--- src/rtl/mips_mc_pkg.sv ---
// Shared types and encodings for the multicycle MIPS control unit.
package mips_mc_pkg;

    localparam int unsigned OP_W    = 6;
    localparam int unsigned FUNCT_W = 6;
    localparam int unsigned ALU_W   = 3;
    localparam int unsigned SEL_W   = 2;

    typedef enum logic [3:0] {
        FETCH, DECODE, MEMADR, MEMRD, MEMWB, MEMWR, EXEC, ALUWB,
        IMMEX, IMMWB, BRANCH, JUMP, JAL, TRAP, ERR
    } state_t;

    localparam logic [OP_W-1:0] OP_RTYPE = 6'b000000;
    localparam logic [OP_W-1:0] OP_LW    = 6'b100011;
    localparam logic [OP_W-1:0] OP_SW    = 6'b101011;
    localparam logic [OP_W-1:0] OP_ADDI  = 6'b001000;
    localparam logic [OP_W-1:0] OP_ORI   = 6'b001101;
    localparam logic [OP_W-1:0] OP_BEQ   = 6'b000100;
    localparam logic [OP_W-1:0] OP_BNE   = 6'b000101;
    localparam logic [OP_W-1:0] OP_J     = 6'b000010;
    localparam logic [OP_W-1:0] OP_JAL   = 6'b000011;

    localparam logic [FUNCT_W-1:0] FN_ADD = 6'b100000;
    localparam logic [FUNCT_W-1:0] FN_SUB = 6'b100010;
    localparam logic [FUNCT_W-1:0] FN_AND = 6'b100100;
    localparam logic [FUNCT_W-1:0] FN_OR  = 6'b100101;
    localparam logic [FUNCT_W-1:0] FN_SLT = 6'b101010;

    localparam logic [ALU_W-1:0] ALU_ADD = 3'b010;
    localparam logic [ALU_W-1:0] ALU_SUB = 3'b110;
    localparam logic [ALU_W-1:0] ALU_AND = 3'b000;
    localparam logic [ALU_W-1:0] ALU_OR  = 3'b001;
    localparam logic [ALU_W-1:0] ALU_SLT = 3'b111;

    localparam logic [SEL_W-1:0] SRCB_B      = 2'b00;
    localparam logic [SEL_W-1:0] SRCB_FOUR   = 2'b01;
    localparam logic [SEL_W-1:0] SRCB_IMM    = 2'b10;
    localparam logic [SEL_W-1:0] SRCB_IMM_SH = 2'b11;

    localparam logic [SEL_W-1:0] PCSRC_ALU    = 2'b00;
    localparam logic [SEL_W-1:0] PCSRC_ALUOUT = 2'b01;
    localparam logic [SEL_W-1:0] PCSRC_JUMP   = 2'b10;

    localparam logic [SEL_W-1:0] REGDST_RT = 2'b00;
    localparam logic [SEL_W-1:0] REGDST_RD = 2'b01;
    localparam logic [SEL_W-1:0] REGDST_RA = 2'b10;

    // Datapath control bundle decoded from the current state.
    typedef struct packed {
        logic             pcwrite;
        logic             branch;
        logic             invertzero;
        logic             iord;
        logic             memread;
        logic             memwrite;
        logic             irwrite;
        logic             memtoreg;
        logic [SEL_W-1:0] regdst;
        logic             regwrite;
        logic             link;
        logic             alusrca;
        logic [SEL_W-1:0] alusrcb;
        logic             zeroext;
        logic [SEL_W-1:0] pcsrc;
        logic [ALU_W-1:0] alucontrol;
        logic             illegal_op;
        logic             instr_done;
    } ctrl_t;

endpackage

--- src/rtl/mips_multicycle_control_funct_dec.sv ---
// R-type funct decoder: ALU operation plus a valid flag for trapping.
module mc_funct_dec
    import mips_mc_pkg::*;
(
    input  logic [FUNCT_W-1:0] funct,
    output logic [ALU_W-1:0]   alucontrol,
    output logic               valid
);

    // Unknown functs still drive add so the ALU select is never undefined.
    always_comb begin
        alucontrol = ALU_ADD;
        valid      = 1'b1;
        case (funct)
            FN_ADD:  alucontrol = ALU_ADD;
            FN_SUB:  alucontrol = ALU_SUB;
            FN_AND:  alucontrol = ALU_AND;
            FN_OR:   alucontrol = ALU_OR;
            FN_SLT:  alucontrol = ALU_SLT;
            default: valid = 1'b0;
        endcase
    end

endmodule

--- src/rtl/mips_multicycle_control.sv ---
// Multicycle MIPS control FSM: sequences fetch/decode/execute/memory/writeback
// with a memory-ready handshake, optional memory timeout and illegal-op trap.
module mips_multicycle_control
    import mips_mc_pkg::*;
#(
    parameter int unsigned MEM_TIMEOUT = 0,
    parameter int unsigned TRAP_HALT   = 1,
    parameter int unsigned HAS_JAL     = 1
) (
    input  logic               clk,
    input  logic               rst_n,
    input  logic [OP_W-1:0]    op,
    input  logic [FUNCT_W-1:0] funct,
    input  logic               mem_ready,
    output logic               pcwrite,
    output logic               branch,
    output logic               invertzero,
    output logic               iord,
    output logic               memread,
    output logic               memwrite,
    output logic               irwrite,
    output logic               memtoreg,
    output logic [SEL_W-1:0]   regdst,
    output logic               regwrite,
    output logic               link,
    output logic               alusrca,
    output logic [SEL_W-1:0]   alusrcb,
    output logic               zeroext,
    output logic [SEL_W-1:0]   pcsrc,
    output logic [ALU_W-1:0]   alucontrol,
    output logic               illegal_op,
    output logic               bus_error,
    output logic               instr_done
);

    localparam int unsigned CNT_W = (MEM_TIMEOUT > 1) ? $clog2(MEM_TIMEOUT) : 1;

    state_t           state, state_next;
    ctrl_t            ctrl;
    logic             cls_ori, cls_bne, cls_sw;
    logic             trap_seen;
    logic             bus_err_q;
    logic [CNT_W-1:0] cnt;
    logic             mem_wait_c, timeout_c;
    logic [ALU_W-1:0] fn_alu;
    logic             fn_valid;

    mc_funct_dec u_funct_dec (
        .funct      (funct),
        .alucontrol (fn_alu),
        .valid      (fn_valid)
    );

    assign mem_wait_c = (state == FETCH || state == MEMRD || state == MEMWR) && !mem_ready;
    assign timeout_c  = (MEM_TIMEOUT > 0) && mem_wait_c
                        && (32'(cnt) == MEM_TIMEOUT - 32'd1);

    always_ff @(posedge clk or negedge rst_n) begin
        if (!rst_n) begin
            state     <= FETCH;
            cls_ori   <= 1'b0;
            cls_bne   <= 1'b0;
            cls_sw    <= 1'b0;
            trap_seen <= 1'b0;
            bus_err_q <= 1'b0;
            cnt       <= '0;
        end else begin
            state     <= state_next;
            trap_seen <= (state == TRAP);
            if (timeout_c) bus_err_q <= 1'b1;
            // Wait counter only runs while a memory state is stalled in place.
            if (MEM_TIMEOUT > 0 && mem_wait_c && state_next == state) cnt <= cnt + CNT_W'(1);
            else                                                       cnt <= '0;
            if (state == DECODE) begin
                cls_ori <= (op == OP_ORI);
                cls_bne <= (op == OP_BNE);
                cls_sw  <= (op == OP_SW);
            end
        end
    end

    always_comb begin
        state_next = state;
        ctrl       = '0;
        case (state)
            FETCH: begin
                ctrl.memread    = 1'b1;
                ctrl.alusrcb    = SRCB_FOUR;
                ctrl.alucontrol = ALU_ADD;
                if (mem_ready) begin
                    ctrl.irwrite = 1'b1;
                    ctrl.pcwrite = 1'b1;
                    state_next   = DECODE;
                end
            end
            DECODE: begin
                ctrl.alusrcb    = SRCB_IMM_SH;
                ctrl.alucontrol = ALU_ADD;
                case (op)
                    OP_LW, OP_SW:    state_next = MEMADR;
                    OP_RTYPE:        state_next = EXEC;
                    OP_ADDI, OP_ORI: state_next = IMMEX;
                    OP_BEQ, OP_BNE:  state_next = BRANCH;
                    OP_J:            state_next = JUMP;
                    OP_JAL:          state_next = (HAS_JAL != 0) ? JAL : TRAP;
                    default:         state_next = TRAP;
                endcase
            end
            MEMADR: begin
                ctrl.alusrca    = 1'b1;
                ctrl.alusrcb    = SRCB_IMM;
                ctrl.alucontrol = ALU_ADD;
                state_next      = cls_sw ? MEMWR : MEMRD;
            end
            MEMRD: begin
                ctrl.iord    = 1'b1;
                ctrl.memread = 1'b1;
                if (mem_ready) state_next = MEMWB;
            end
            MEMWB: begin
                ctrl.memtoreg   = 1'b1;
                ctrl.regdst     = REGDST_RT;
                ctrl.regwrite   = 1'b1;
                ctrl.instr_done = 1'b1;
                state_next      = FETCH;
            end
            MEMWR: begin
                ctrl.iord     = 1'b1;
                ctrl.memwrite = 1'b1;
                if (mem_ready) begin
                    ctrl.instr_done = 1'b1;
                    state_next      = FETCH;
                end
            end
            EXEC: begin
                ctrl.alusrca    = 1'b1;
                ctrl.alusrcb    = SRCB_B;
                ctrl.alucontrol = fn_alu;
                state_next      = fn_valid ? ALUWB : TRAP;
            end
            ALUWB: begin
                ctrl.regdst     = REGDST_RD;
                ctrl.regwrite   = 1'b1;
                ctrl.instr_done = 1'b1;
                state_next      = FETCH;
            end
            IMMEX: begin
                ctrl.alusrca    = 1'b1;
                ctrl.alusrcb    = SRCB_IMM;
                ctrl.alucontrol = cls_ori ? ALU_OR : ALU_ADD;
                ctrl.zeroext    = cls_ori;
                state_next      = IMMWB;
            end
            IMMWB: begin
                ctrl.regdst     = REGDST_RT;
                ctrl.regwrite   = 1'b1;
                ctrl.zeroext    = cls_ori;
                ctrl.instr_done = 1'b1;
                state_next      = FETCH;
            end
            BRANCH: begin
                ctrl.alusrca    = 1'b1;
                ctrl.alusrcb    = SRCB_B;
                ctrl.alucontrol = ALU_SUB;
                ctrl.branch     = 1'b1;
                ctrl.pcsrc      = PCSRC_ALUOUT;
                ctrl.invertzero = cls_bne;
                ctrl.instr_done = 1'b1;
                state_next      = FETCH;
            end
            JUMP: begin
                ctrl.pcsrc      = PCSRC_JUMP;
                ctrl.pcwrite    = 1'b1;
                ctrl.instr_done = 1'b1;
                state_next      = FETCH;
            end
            JAL: begin
                ctrl.pcsrc      = PCSRC_JUMP;
                ctrl.pcwrite    = 1'b1;
                ctrl.regdst     = REGDST_RA;
                ctrl.link       = 1'b1;
                ctrl.regwrite   = 1'b1;
                ctrl.instr_done = 1'b1;
                state_next      = FETCH;
            end
            TRAP: begin
                ctrl.illegal_op = !trap_seen;
                state_next      = (TRAP_HALT != 0) ? TRAP : FETCH;
            end
            ERR:     state_next = ERR;
            default: state_next = FETCH;
        endcase
        if (timeout_c) state_next = ERR;
    end

    assign pcwrite    = ctrl.pcwrite;
    assign branch     = ctrl.branch;
    assign invertzero = ctrl.invertzero;
    assign iord       = ctrl.iord;
    assign memread    = ctrl.memread;
    assign memwrite   = ctrl.memwrite;
    assign irwrite    = ctrl.irwrite;
    assign memtoreg   = ctrl.memtoreg;
    assign regdst     = ctrl.regdst;
    assign regwrite   = ctrl.regwrite;
    assign link       = ctrl.link;
    assign alusrca    = ctrl.alusrca;
    assign alusrcb    = ctrl.alusrcb;
    assign zeroext    = ctrl.zeroext;
    assign pcsrc      = ctrl.pcsrc;
    assign alucontrol = ctrl.alucontrol;
    assign illegal_op = ctrl.illegal_op;
    assign instr_done = ctrl.instr_done;
    assign bus_error  = bus_err_q;

endmodule

--- config.mk ---
export PLATFORM = sky130hd
export DESIGN_NAME = mips_multicycle_control
export DESIGN_NICKNAME = d
export VERILOG_FILES = /design/src/rtl/mips_mc_pkg.sv /design/src/rtl/mips_multicycle_control_funct_dec.sv /design/src/rtl/mips_multicycle_control.sv
export SDC_FILE = /design/constraint.sdc
export NUM_CORES = 1
export LEC_CHECK = 0
export BUFFER_PORTS_ARGS = -buffer_cell sky130_fd_sc_hd__buf_2
export CAP_MARGIN = 5
export CELL_PAD_IN_SITES_DETAIL_PLACEMENT = 0
export CELL_PAD_IN_SITES_GLOBAL_PLACEMENT = 1
export CORE_ASPECT_RATIO = 2
export CORE_MARGIN = 2
export CORE_UTILIZATION = 35
export CTS_BUF_LIST = sky130_fd_sc_hd__clkbuf_2 sky130_fd_sc_hd__clkbuf_4 sky130_fd_sc_hd__clkbuf_8
export DETAILED_ROUTE_END_ITERATION = 7
export PLACE_DENSITY = 0.94
export SETUP_SLACK_MARGIN = 0.02
export SYNTH_ARGS = -nofsm -noshare
export SYNTH_HDL_FRONTEND = slang
export SYNTH_HIERARCHICAL = 1
export SYNTH_SLANG_ARGS = --single-unit
--- constraint.sdc ---
create_clock -name clk -period 1.8 [get_ports clk]
set_input_delay 0.09 -clock clk [delete_from_list [all_inputs] [get_ports clk]]
set_output_delay 0.09 -clock clk [all_outputs]
set_load 0.05 [all_outputs]
* Word level (Yosys, flattened, before mapping) *
Cells that the tools add are included.

word-level totals
  input port bits = 15
  register bits after elaboration = 8
  logic and storage cells = 79

operators by class
  muxes and demuxes = 27
  reductions and logical operators = 17
  equality and inequality tests = 30

operators with widths
  cell                  number
  $eq A6 B6 Y1 const B  7
  $pmux W4 S9           1
  $eq A4 B4 Y1 const B  7
  $pmux W3 S4           2
  $pmux W4 S6           1
  $reduce_or A2 Y1      9
  $eq A4 B3 Y1 const B  4
  $mux W4               4
  $eq A6 B2 Y1 const B  2
  $eq A6 B3 Y1 const B  2
  $eq A6 B4 Y1 const B  2
  $mux W1               11
  $pmux W3 S3           1
  $eq A4 B2 Y1 const B  2
  $logic_not A6 Y1      1
  $ne A2 B2 Y1 const B  3
  $pmux W2 S3           1
  $reduce_or A6 Y1      1
  $reduce_or A5 Y1      1
  $eq A4 B1 Y1 const B  1
  $logic_not A4 Y1      1
  $mux W2               2
  $pmux W1 S2           2
  $pmux W2 S2           1
  5 further kinds       5

* Longest topological paths before layout *
Gate-level depths: netlist (run 1).

  depth in word-level cells = 5
  gate-level depth with buffers = 6

* By module *
The synthesis (run 1) kept the hierarchy.

modules (own cells, without submodules)
  module                   sequential area each (µm²)  cells an instance  area an instance (µm²)  instances
  mips_multicycle_control  200.2                       138                944.7                   1
  mc_funct_dec             0.0                         9                  86.3                    1

* Worst setup path after synthesis (run 1) *
Ideal clock, no wire load.

  path kind = reg2out
  from = register state[0]
  to = output port regdst[1]
  arrival = 2283 ps
  path buffers = 3
  setup slack = -573 ps
  cell stages (with the launch flop) = 5
  path through = dfrtp_1 > clkbuf_8 > buf_2 > nor3_1 > buf_4

between the ends
  cells in the longest elaborated chain, start to end = 3

RTL lines
  what                                                 line                           RTL
  from (decl)                                          mips_multicycle_control.sv:38  state_t state, state_next;
  from (signal assigned)                               mips_multicycle_control.sv:68  state <= state_next;
  $eq A4 B4 Y1 / $eq A4 B3 Y1 (equally long branches)  mips_multicycle_control.sv:85  case (state)
  $reduce_or A2 Y1 (no source line)                    n/a
  $pmux W3 S3 (*)                                      mips_multicycle_control.sv:85
  to (decl)                                            mips_multicycle_control.sv:23  output logic [SEL_W-1:0] regdst,

Every way passes the cells marked *; elsewhere a longest branch is shown, timed or not.

* Worst setup path after layout (run 1) *
  from = register state[1]
  to = output port alucontrol[0]

between the ends
  cells in the longest elaborated chain, start to end = 3

RTL lines
  what                                  line                           RTL
  $eq A4 B1 Y1 (tied with other cells)  mips_multicycle_control.sv:85
  $reduce_or A3 Y1 (no source line)     n/a
  $pmux W3 S4 (*)                       mips_multicycle_control.sv:85
  to (decl)                             mips_multicycle_control.sv:30  output logic [ALU_W-1:0] alucontrol,

Marks and branches as above.

==> reports/qor.yml, run 1 <==
p_sw_share_pct: 61.2
critical_path.startpoint: "state[1]$_DFFE_PN0P_"
clkTransAtPathRegs_ns: 0.04
core_mm2: 0.00277
hold_path_class: "in -> reg"
fin_crit_sh_pct: 93.4
boundaryPins: 39
synthCells: 147
diodes: 0
stdcell_count: 211
syn_avg_cell_area_um2: 7.01
critical_path_class: "reg -> out"
rr_worst_depth: 3
drtIter0Drc: 22
grt_max_degree: 18
finalHoldViolCount: 0
yosys_warnings: 6
h-tree-depth: 1
dp.cells: 207
max_stage_delay_ns: 0.49
syn_to_final_growth_pct: 24.8
numCtsBuffers: 3
min_delay_path_depth: 2
p_clk_share_pct: 9.3
path_cells: "inv_1 -> and3_1 -> a31oi_1 -> nor2_2 -> buf_2"
cp-start-kind: "flip-flop"
cap_violations: 0
first_pass_iters: 4
grt_use_total_pct: 18.6
final_layout_size_suffix_gt1_share_pct: 34.6
place_congestion: 0.823
cts_tree: "built"
num_vias: 1193
worstHoldStart: "op[3]"
timing.rr.end: "state[1]$_DFFE_PN0P_"
slowest_stage: "dfrtp_2"
crit_buf_inv: 2
critical_path.top_delay_family: "buffers and inverters"
antenna_left: 0
switchingPower_uw: 1350
drc: 0
place_hpwl_mm: 2.47
grt_overflow: 0
cp.arrival_ns: 1.59
cp-end-kind: "output pin"
skew_ns: 0.00136
cellPowerDensity_mw_per_mm2: 1710
ys_seq_area_share_pct: 19.4
seqPwrFrac_pct: 16.7
fmax_mhz: 595
die_w_um: 42.4
setup_viol: 0
nets: 199
min_to: "cls_bne$_DFFE_PN0P_"
syn_nets: 162
period_needed_ns: 1.68
insertion_delay_ns: 0.22
fp.dieArea_mm2: 0.00342
synth_cell_type_count: 46
worstPathRequired_ns: 1.71
synth_area_mm2: 0.00103
ys_seq_elements: 8
rsz0062_at_grt: "yes"
crit_path_max_fanout: 13
antenna_found_initial: 0
initial_core_util_pct: 37.2
reg2reg_from: "state[1]$_DFFE_PN0P_"
combPwrFrac_pct: 74.0
slew_viol_final: 0
final_util_pct: 46.4
r2r_slack_ns: 0.34
routed_wirelength_mm: 3.00
status: "complete, no violations"
wl_per_cell_um: 14.2
port_buffers: 37
grt_pass1_wl_mm: 5.02
vdd_drop_max_mv: 0.807
via_per_inst: 5.65
p_int_uw: 855
root_buffer: "clkbuf_8"
rows: 27
die_h_um: 80.8
grt_pass1_vias: 1188
post_cts_buffers: 0
leakage_uw: 0.000612
cts_buffer_depth: 2
clkSinkCount: 8
Yosys cell counts, drive strengths merged:
library cell	count	area [µm²]
nand2	10	37.5
nand3	4	25.0
a21o	1	7.51
a2111oi	1	8.76
and2b	1	7.51
nor2	24	90.1
a31oi	2	12.5
a21oi	9	45.0
o31ai	1	7.51
nand3b	1	7.51
and2	2	12.5
nand4bb	2	22.5
nor3	7	35.0
dfrtp	8	200
nand2b	8	57.6
buf	9	65.1
nor4b	1	8.76
o21ai	15	78.8
or2	2	12.5
or4b	1	13.8
mux2	1	11.3
o22ai	5	31.3
o21bai	1	7.51
a22oi	1	7.51
o32a	1	10.0
a211oi	2	15.0
xor2	1	8.76
a22o	2	17.5
o32ai	1	8.76
xnor2	1	8.76
inv	6	22.5
conb	1	3.75
and3	5	31.3
or3b	1	11.3
or2b	1	8.76
o211ai	1	12.5
o41ai	1	16.3
clkbuf	2	17.5
nor2b	4	25.0
metrics by stage:
step | setup WS [ns] | hold slack (ns) | cell area (µm²) | total power (µW) | TNS, ns
finish | 0.118 | 0.156 | 1290 | 2200 | 0
global route | 0.0106 | 0.164 | 1290 | 2360 | 0
CTS | 0.0439 | 0.154 | 1280 | 2190 | 0
detailed placement | 0.182 | -0.0578 | 1220 | 1960 | 0
global placement | 0.200 | -0.0586 | 1220 | 1960 | 0
floorplan | -0.0970 | -0.206 | 1050 | 1640 | -0.142
cells in the final DEF (no fill, tap or decap), types with 4 or more instances in the layout:
cell	n
inv_1	6
a21oi_1	9
nand2b_1	7
nand2_1	10
nor3_1	5
and3_1	5
o22ai_1	5
nor2_1	22
dfrtp_2	4
o21ai_0	11
dfrtp_1	4
buf_2	35
buf_4	5
timing repair:
action / 4_1_cts / 5_1_grt
endpoints found under the setup margin: 1 / 7
hold buffers: 1 / 0
endpoints found under the hold margin: 8 / 0
gates resized for setup: 3 / 4
cells by family after synthesis:
kind of cell              share of synthesized area (%)
AOI/OAI and AO/OA                                  27.8
xor gates and xnor gates                           1.70
buffers and inverters                              10.2
DFF                                                19.4
muxes                                              1.09
other                                             0.364
and+or+nand+nor                                    39.4
layout make-up:
cell class / count / area (µm²)
fill: 300 / 1480
multi-input combinational: 122 / 743
timing repair buffer: 43 / 238
sequential: 8 / 205
clock buffer: 3 / 41.3
tap: 29 / 36.3
inverter: 6 / 22.5
worst max-delay path by stage:
stage | endpoint | slack [ns] | depth (start not counted)
floorplan | regdst[1] | -0.1 | 4
global placement | alucontrol[0] | 0.20 | 5
detailed placement | alucontrol[0] | 0.18 | 5
CTS | alucontrol[0] | 0.04 | 5
global route | alusrcb[1] | 0.01 | 5
finish | alucontrol[0] | 0.12 | 5
power by group through the flow:
stage	logic, µW	clock network, µW	registers [µW]
5_1_grt	1760	215	387
4_1_cts	1620	208	361
2_1_floorplan	1380	0	263
3_5_place_dp	1610	0	359
3_3_place_gp	1610	0	357
6_report	1630	204	369
layer usage:
| layer | GRT usage, % | part of all wire [%] | vias up |
|---|---|---|---|
| li1 | - | - | 589 |
| met1 | 17.7 | 35 | 566 |
| met2 | 37.7 | 59 | 30 |
| met3 | 1.33 | 3.1 | 8 |
| met4 | 9.69 | 2.9 | 0 |
| met5 | 0 | 0 | - |
sequential cells by signal, summed over array words and instances (netlist names):
name       cells
state          4
cls_sw         1
trap_seen      1
cls_ori        1
cls_bne        1
Note: power is estimated with default switching activity, not from simulation.
==> inputs of run 2 (changes only) <==
CORE_UTILIZATION = 37   (was 35)
PLACE_DENSITY = 0.95   (was 0.94)
clock period = 2.08 ns   (was 1.8 ns; I/O delays follow)
==> reports/qor.yml, run 2 (synthesized netlist as in run 1, its figures left out) <==
rsz0062_at_grt: "no"
path_cells: "nand2b_1 -> nor2_1 -> a21oi_1 -> o21ai_0 -> buf_2"
clkSinkCount: 8
routed_wirelength_mm: 2.88
drc: 0
vdd_drop_max_mv: 0.598
root_buffer: "clkbuf_8"
grt_max_degree: 18
slew_viol_final: 0
cp.depth: 5
max_stage_delay_ns: 0.62
h-tree-depth: 1
die_w_um: 41.3
syn_to_final_growth_pct: 22.1
boundaryPins: 39
numCtsBuffers: 3
nFillCells: 293
wl_per_cell_um: 13.7
place_congestion: 0.825
critical_path.top_delay_family: "flip-flops"
cts_buffer_depth: 2
rr_worst_depth: 5
grt_use_total_pct: 20.0
worstPathRequired_ns: 1.98
r2r_slack_ns: 0.53
status: "complete, no violations"
placed_area_mm2: 0.00121
num_vias: 1195
fmax_mhz: 526
final_layout_size_suffix_gt1_share_pct: 30.4
insertion_delay_ns: 0.23
slowest_stage: "dfrtp_1"
via_per_inst: 5.69
cts_tree: "built"
final_cell_mix: "buf_2, nor2_1, o21ai_0, nand2_1, a21oi_1"
initial_core_util_pct: 38.1
cp-start-kind: "flip-flop"
cap_violations: 0
drtIter0Drc: 39
mostFrequentLayoutCell: "buf_2"
grt_overflow: 0
cellPowerDensity_mw_per_mm2: 1490
die_h_um: 78.7
fin_area_mm2: 0.00126
period_needed_ns: 1.90
rows: 27
skew_ns: 0.000723
fin_crit_sh_pct: 91.5
nets: 198
antenna_found_initial: 0
core_mm2: 0.00270
place_hpwl_mm: 2.35
cp.arrival_ns: 1.80
finalHoldViolCount: 0
first_pass_iters: 4
grt_pass1_wl_mm: 4.72
hold_path_class: "in -> reg"
top_register: "state"
crit_path_max_fanout: 17
post_cts_buffers: 0
setup_viol: 0
port_buffers: 37
fp.dieArea_mm2: 0.00325
antenna_left: 0
critical_path_class: "reg -> out"
cp-end-kind: "output pin"
diodes: 0
largest_reg_flops: 4
clkTransAtPathRegs_ns: 0.04
setup_tns_ns: 0
grt_pass1_vias: 1138
min_delay_path_depth: 2
crit_buf_inv: 1
leakage_uw: 0.000609
==> run 2: cell types whose count changed in the layout (fill, tap and decap cells not counted), sizes merged <==
cell    change
clkbuf      -2
buf         +1
==> run 2: worst register-to-register path: stages, from the launching register on <==
cell	delay, ns
dfrtp_1	0.53
buf_4	0.21
or2_1	0.15
o22ai_1	0.09
a211oi_1	0.32
a211oi_1	0.13
==> run 2: per-stage QoR <==
step	setup slack (ns)	power [µW]	std cells	utilization (%)	hold slack (ns)
finish	0.178	1870	210	46.6	0.160
global route	0.0448	2000	210	46.6	0.161
CTS	0.204	1880	210	46.6	0.155
detailed placement	0.462	1680	206	44.7	-0.0400
global placement	0.482	1670	206	44.7	-0.0434
floorplan	0.0340	1410	147	-	-0.192
==> run 2: final timing paths <==
kind                                      startpoint                    to
worst min register to register   cls_bne$_DFFE_PN0P_   cls_bne$_DFFE_PN0P_
worst max register to register  state[3]$_DFFE_PN0P_  state[2]$_DFFE_PN0P_
worst max-delay path            state[2]$_DFFE_PN0P_              regwrite
min in group asynchronous                      rst_n   trap_seen$_DFF_PN0_
max in group asynchronous                      rst_n  state[3]$_DFFE_PN0P_
worst min-delay path                           op[4]  state[1]$_DFFE_PN0P_
==> run 2: cell type report <==
| cell class | instances | area [µm²] | share of cell area [%] |
|---|---|---|---|
| flip-flops and latches | 8 | 200 | 15.9 |
| clock buffers | 3 | 41.3 | 3.28 |
| well taps | 29 | 36.3 | 2.88 |
| inverters | 6 | 22.5 | 1.79 |
| repair buffers | 42 | 225 | 17.9 |
| multi-input cells | 122 | 733 | 58.3 |
==> run 2: report_power, final <==
| part | switching [µW] | internal (µW) | leakage [µW] |
|---|---|---|---|
| clock network | 63.9 | 126 | 0.0000216 |
| logic | 989 | 391 | 0.000481 |
| registers | 105 | 196 | 0.000106 |
| total | 1160 | 712 | 0.000609 |
==> run 2: timing repair <==
item                      4_1_cts  5_1_grt
hold buffers                    1        0
resized for setup               0        0
hold endpoints to repair        8        0
==> run 2: per-layer routing <==
| metal | vias up | GRT usage, % | routed length (µm) |
|---|---|---|---|
| li1 | 588 | - | - |
| met1 | 557 | 20.5 | 1010 |
| met2 | 41 | 35.9 | 1670 |
| met3 | 9 | 2.54 | 121 |
| met4 | 0 | 9.03 | 80 |
| met5 | - | 0 | 0 |
